--- src/rtl/sram_arb_pkg.sv ---
// Shared types and constants for the two-port SRAM arbiter.
package sram_arb_pkg;

   localparam int SRAM_ADDR_W = 13;
   localparam int SRAM_DATA_W = 8;

   localparam logic PORT_SERIAL = 1'b0;
   localparam logic PORT_SCAN   = 1'b1;

   typedef enum logic [2:0] {
      ST_IDLE,
      ST_START,
      ST_ACKWAIT,
      ST_BUSY,
      ST_DONE
   } arb_state_e;

endpackage

--- src/rtl/rr_arbiter2.sv ---
// Combinational two-way round-robin pick; the 'last' history is owned by the caller.
module rr_arbiter2
   import sram_arb_pkg::*;
(
   input  logic [1:0] req,
   input  logic       last,
   output logic       grant_idx,
   output logic       grant_valid
);

   always_comb begin
      grant_valid = |req;
      grant_idx   = PORT_SERIAL;
      if (req[0] && req[1]) begin
         grant_idx = ~last;
      end else if (req[1]) begin
         grant_idx = PORT_SCAN;
      end
   end

endmodule

--- src/rtl/sram_arbiter.sv ---
// Round-robin arbiter sharing one sram_driver between a serial and a scan requester.
// Optional driver-hang timeout is enabled by defining SRAM_ARB_TIMEOUT_EN.
module sram_arbiter
   import sram_arb_pkg::*;
#(
   parameter int TIMEOUT = 1023
) (
   input  logic                   clk,
   input  logic                   reset,
   input  logic                   req0,
   input  logic                   req1,
   input  logic                   we0,
   input  logic                   we1,
   input  logic [SRAM_ADDR_W-1:0] addr0,
   input  logic [SRAM_ADDR_W-1:0] addr1,
   input  logic [SRAM_DATA_W-1:0] wdata0,
   input  logic [SRAM_DATA_W-1:0] wdata1,
   output logic                   ack0,
   output logic                   ack1,
   output logic [SRAM_DATA_W-1:0] rdata0,
   output logic [SRAM_DATA_W-1:0] rdata1,
   output logic                   err0,
   output logic                   err1,
   output logic                   busy,
   output logic                   drv_start,
   output logic                   drv_re,
   output logic [SRAM_ADDR_W-1:0] drv_address,
   output logic [SRAM_DATA_W-1:0] drv_data_write,
   input  logic                   drv_ready,
   input  logic [SRAM_DATA_W-1:0] drv_data_read
);

   arb_state_e             state_q, state_d;
   logic                   last_q, last_d;
   logic                   grant_q, grant_d;
   logic                   re_q, re_d;
   logic [SRAM_ADDR_W-1:0] addr_q, addr_d;
   logic [SRAM_DATA_W-1:0] wdata_q, wdata_d;
   logic [SRAM_DATA_W-1:0] rdata0_q, rdata0_d;
   logic [SRAM_DATA_W-1:0] rdata1_q, rdata1_d;
   logic                   start_q, busy_q;
   logic                   ack0_q, ack0_d;
   logic                   ack1_q, ack1_d;
   logic                   timeout_hit;
   logic                   gnt_idx, gnt_valid;

   rr_arbiter2 u_rr (
      .req         ({req1, req0}),
      .last        (last_q),
      .grant_idx   (gnt_idx),
      .grant_valid (gnt_valid)
   );

`ifdef SRAM_ARB_TIMEOUT_EN
   localparam int CNT_W = $clog2(TIMEOUT + 1);
   logic [CNT_W-1:0] cnt_q, cnt_d;
   logic             err0_q, err1_q;

   always_comb begin
      cnt_d = cnt_q;
      if (state_q == ST_START) begin
         cnt_d = '0;
      end else if (state_q == ST_ACKWAIT || state_q == ST_BUSY) begin
         cnt_d = cnt_q + CNT_W'(1);
      end
   end
`else
   logic unused_timeout_cfg;
   assign unused_timeout_cfg = |TIMEOUT;
`endif

   always_comb begin
      state_d     = state_q;
      last_d      = last_q;
      grant_d     = grant_q;
      re_d        = re_q;
      addr_d      = addr_q;
      wdata_d     = wdata_q;
      timeout_hit = 1'b0;
      case (state_q)
         ST_IDLE: begin
            if (drv_ready && gnt_valid) begin
               state_d = ST_START;
               grant_d = gnt_idx;
               last_d  = gnt_idx;
               if (gnt_idx == PORT_SCAN) begin
                  re_d    = ~we1;
                  addr_d  = addr1;
                  wdata_d = wdata1;
               end else begin
                  re_d    = ~we0;
                  addr_d  = addr0;
                  wdata_d = wdata0;
               end
            end
         end
         ST_START:   state_d = ST_ACKWAIT;
         // ready is only trusted from ACKWAIT on; the driver may lag start by a cycle
         ST_ACKWAIT: if (!drv_ready) state_d = ST_BUSY;
         ST_BUSY:    if (drv_ready) state_d = ST_DONE;
         ST_DONE:    state_d = ST_IDLE;
         default:    state_d = ST_IDLE;
      endcase
`ifdef SRAM_ARB_TIMEOUT_EN
      if ((state_q == ST_ACKWAIT || state_q == ST_BUSY) && cnt_q == CNT_W'(TIMEOUT)) begin
         state_d     = ST_DONE;
         timeout_hit = 1'b1;
      end
`endif
   end

   // DONE lasts one cycle, so state_d == DONE marks exactly the completing edge
   always_comb begin
      ack0_d   = (state_d == ST_DONE) && (grant_q == PORT_SERIAL);
      ack1_d   = (state_d == ST_DONE) && (grant_q == PORT_SCAN);
      rdata0_d = rdata0_q;
      rdata1_d = rdata1_q;
      if (ack0_d) begin
         if (timeout_hit) rdata0_d = '0;
         else if (re_q)   rdata0_d = drv_data_read;
      end
      if (ack1_d) begin
         if (timeout_hit) rdata1_d = '0;
         else if (re_q)   rdata1_d = drv_data_read;
      end
   end

   always_ff @(posedge clk) begin
      if (reset) begin
         state_q  <= ST_IDLE;
         last_q   <= 1'b1;
         grant_q  <= PORT_SERIAL;
         re_q     <= 1'b1;
         addr_q   <= '0;
         wdata_q  <= '0;
         rdata0_q <= '0;
         rdata1_q <= '0;
         start_q  <= 1'b0;
         busy_q   <= 1'b0;
         ack0_q   <= 1'b0;
         ack1_q   <= 1'b0;
      end else begin
         state_q  <= state_d;
         last_q   <= last_d;
         grant_q  <= grant_d;
         re_q     <= re_d;
         addr_q   <= addr_d;
         wdata_q  <= wdata_d;
         rdata0_q <= rdata0_d;
         rdata1_q <= rdata1_d;
         start_q  <= (state_d == ST_START);
         busy_q   <= (state_d != ST_IDLE);
         ack0_q   <= ack0_d;
         ack1_q   <= ack1_d;
      end
   end

`ifdef SRAM_ARB_TIMEOUT_EN
   always_ff @(posedge clk) begin
      if (reset) begin
         cnt_q  <= '0;
         err0_q <= 1'b0;
         err1_q <= 1'b0;
      end else begin
         cnt_q  <= cnt_d;
         err0_q <= ack0_d && timeout_hit;
         err1_q <= ack1_d && timeout_hit;
      end
   end

   assign err0 = err0_q;
   assign err1 = err1_q;
`else
   assign err0 = 1'b0;
   assign err1 = 1'b0;
`endif

   assign ack0           = ack0_q;
   assign ack1           = ack1_q;
   assign rdata0         = rdata0_q;
   assign rdata1         = rdata1_q;
   assign busy           = busy_q;
   assign drv_start      = start_q;
   assign drv_re         = re_q;
   assign drv_address    = addr_q;
   assign drv_data_write = wdata_q;

endmodule

--- config.mk ---
export PLATFORM = sky130hd
export DESIGN_NAME = sram_arbiter
export DESIGN_NICKNAME = d
export VERILOG_FILES = /design/src/rtl/sram_arb_pkg.sv /design/src/rtl/rr_arbiter2.sv /design/src/rtl/sram_arbiter.sv
export SDC_FILE = /design/constraint.sdc
export NUM_CORES = 1
export LEC_CHECK = 0
export ABC_AREA = 1
export ABC_CLOCK_PERIOD_IN_PS = 1200
export CORE_ASPECT_RATIO = 1.4
export CORE_MARGIN = 1.5
export CORE_UTILIZATION = 35
export DETAILED_ROUTE_END_ITERATION = 10
export DONT_BUFFER_PORTS = 1
export PLACE_DENSITY_LB_ADDON = 0.2
export REMOVE_ABC_BUFFERS = 1
export SETUP_SLACK_MARGIN = 0.3
export SLEW_MARGIN = 20
export SYNTH_ARGS = -nofsm -noshare
export SYNTH_HDL_FRONTEND = slang
export SYNTH_HIERARCHICAL = 1
export SYNTH_SLANG_ARGS = --single-unit
export TNS_END_PERCENT = 100
--- constraint.sdc ---
create_clock -name clk -period 1.2 [get_ports clk]
set_input_delay 0.12 -clock clk [delete_from_list [all_inputs] [get_ports clk]]
set_output_delay 0.12 -clock clk [all_outputs]
set_load 0.05 [all_outputs]
==> reports/qor.yml <==
synthesis:
  ys_types: 31
  synthFlopType: "dfxtp_1"
  yosys_warnings: 6
  mappedNetlistArea_um2: 2330
  synth-edff-count: 0
  synthTopCellsByArea: "dfxtp_1 40%, inv_1 10%, nand2_1 9.7%, nor2_1 7.3%, o21ai_0 6.7%"
  synth.yosys.seq_area_share_pct: 40.5
  synth_seq_cells: 47
  async_flop_share_pct: 0
  synth_top_area_share_pct: 40.5
  yosysTopAreaCell: "dfxtp_1"
  syn_area_per_cell_um2: 6.96
  netlist_instances: 334
route:
  wl_mm: 6.10
  vias_per_cell: 4.65
  drt-initial-drc-count: 44
  wl_per_cell_um: 12.9
  drtAntennaViolNets: 0
  drc: 0
  vias: 2200
  drt_pass1_iterations: 4
clock_tree:
  cts_buffer_depth: 2
  clock_latency_ns: 0.29
  cts-buffers-inserted: 5
  root_buffer: "clkbuf_8"
  htree_levels: 2
  cts_tree: "yes"
  clock_sinks: 47
  clkTransAtPathRegs_ns: 0.09
layout:
  areaGrowthSynthToFinish_pct: 62.0
  drive_above_1_share_pct: 49.9
  final_util_pct: 57.7
  final_cell_area_um2: 3770
  fin_nets: 455
  n_antenna_cell: 0
floorplanning:
  die-height_um: 99.5
  initial_core_util_pct: 35.6
  io_pins: 101
  core_area_um2: 6530
  placement_rows: 35
  dieArea_um2: 7150
  die_w_um: 71.9
worst_setup_path:
  setup.worst_path.class: "reg2reg"
  crit_path_max_fanout: 6
  endpoint_kind: "flop"
  cp_data_arrival_time_ns: 1.43
  startpoint_type: "flop"
  cp.required_ns: 1.44
  reg2reg_slack_ns: 0.004
sta:
  final.period_utilization_pct: 99.6
  setup_viol: 0
  clock_skew_ns: 0.00806
  hold_viol: 0
  max_freq_mhz: 836
  fin_ws_ns: 0.00426
  slew_headroom_pct: 63.3
  maxSlewViolCount: 0
  period_needed_ns: 1.20
  rsz0062_at_grt: "yes"
  worst_pin_slew_ns: 0.550
power_and_ir_drop:
  peakVddDrop_mv: 0.646
  p_total_mw: 4.14
  pwr_density_cell_nw_per_um2: 1100
  p_leak_nw: 1.71
place:
  dp_hpwl_mm: 3.62
  port_buffers: 0
  dpl_cell_area_um2: 2700
  dp_slack_ns: 0.00713
  gp_congestion: 0.806
grt:
  grt_max_degree: 28
  grt_first_pass_wirelength_mm: 9.38
  grt_overflow: 0
  track_usage_pct: 16.4
  antenna_found_initial: 0
  grt_pass1_vias: 2076
status:
  outcome: "finished, final reports clean"
flow_run:
  drv_cap: 0
min_path:
  min_path_type: "in2reg"
state kept, by name, indices dropped and copies added, names as in the netlist:
| signal | cells |
|---|---|
| busy | 1 |
| drv_data_write | 8 |
| ack1 | 1 |
| drv_start | 1 |
| state_q | 3 |
| ack0 | 1 |
| rdata0 | 8 |
| rdata1 | 8 |
| drv_re | 1 |
| grant_q | 1 |
| last_q | 1 |
| drv_address | 13 |
synthesized netlist by cell type, types with 3 or more instances:
| library cell | number |
|---|---|
| clkbuf_1 | 6 |
| nor2_1 | 45 |
| nand2_1 | 60 |
| dfxtp_1 | 47 |
| buf_2 | 7 |
| nand3_1 | 3 |
| o21ai_1 | 11 |
| nand4_1 | 16 |
| inv_1 | 65 |
| nor2_2 | 15 |
| buf_4 | 3 |
| o21ai_0 | 31 |
metrics by stage:
stage	hold slack [ns]	std cells	setup TNS, ns
after floorplan	0.182	315	-32.00
after global placement	0.184	439	0
after detailed placement	0.185	439	0
after CTS	0.0174	465	0
after global routing	0.0243	473	-1.14
final	0.0192	473	0
cell type report:
cell class	count	area, um2
fillers	588	2760
clock buffers	8	100
well taps	74	92.6
flip-flops and latches	47	1020
repair buffers	76	1080
inverters	68	279
multi-input cells	200	1200
worst max-delay path: stages, from the launching register on:
cell	delay, ns
dfxtp_2	0.34
a21oi_4	0.21
buf_6	0.16
buf_12	0.13
mux2i_1	0.18
nand2_1	0.07
nand3_1	0.05
cell usage in the layout, fill, tap and decap left out, types with 2 or more instances in the layout:
master     instances
nor2_1            44
nand2_1           43
o21ai_0            6
nand2_2           16
nor2_4             3
buf_8             37
nor4_4             2
o21ai_1           14
buf_4             14
dfxtp_1            2
dfxtp_4            9
o21ai_2           22
nand3_1            3
buf_12             5
clkbuf_8           7
nand4_1           16
buf_6             13
conb_1             2
clkbuf_16          2
dfxtp_2           36
nand4_4            2
nor2_2            15
inv_1             64
buf_16             4
path summary, 6_finish.rpt:
kind	from	end	depth (start not counted)
setup reg to reg	last_q	drv_re	6
hold / removal	we0	drv_re	3
setup / recovery	last_q	drv_re	6
hold reg to reg	last_q	last_q	2
power breakdown:
group          internal [mW]  switching, mW
clock                  0.527          0.524
sequential              1.67          0.116
combinational          0.588          0.723
cells by family (layout without fill, tap and decap cells):
| family | Yosys count | in the layout | synth area share, % |
|---|---|---|---|
| compound gates | 46 | 46 | 10.4 |
| buf+inv | 88 | 152 | 17.3 |
| flops | 47 | 47 | 40.5 |
| mux | 1 | 1 | 0.430 |
| other cells | 1 | 2 | 0.161 |
| simple gates | 151 | 151 | 31.3 |
per-layer routing:
metal | global-route usage [%] | part of all wire (%)
met5 | 0 | 0
met3 | 4.36 | 5.7
met2 | 29.8 | 55
met1 | 18.6 | 38
met4 | 4.35 | 0.95
timing repair:
item                       4_1_cts  5_1_grt
hold buffers                     1        0
gates cloned                     4        3
pin swaps                       41       37
resized for setup              144       82
buffers inserted                13        5
hold endpoints to repair         8        0
setup endpoints to repair       88       85
Power figures use the tool's default switching activity.
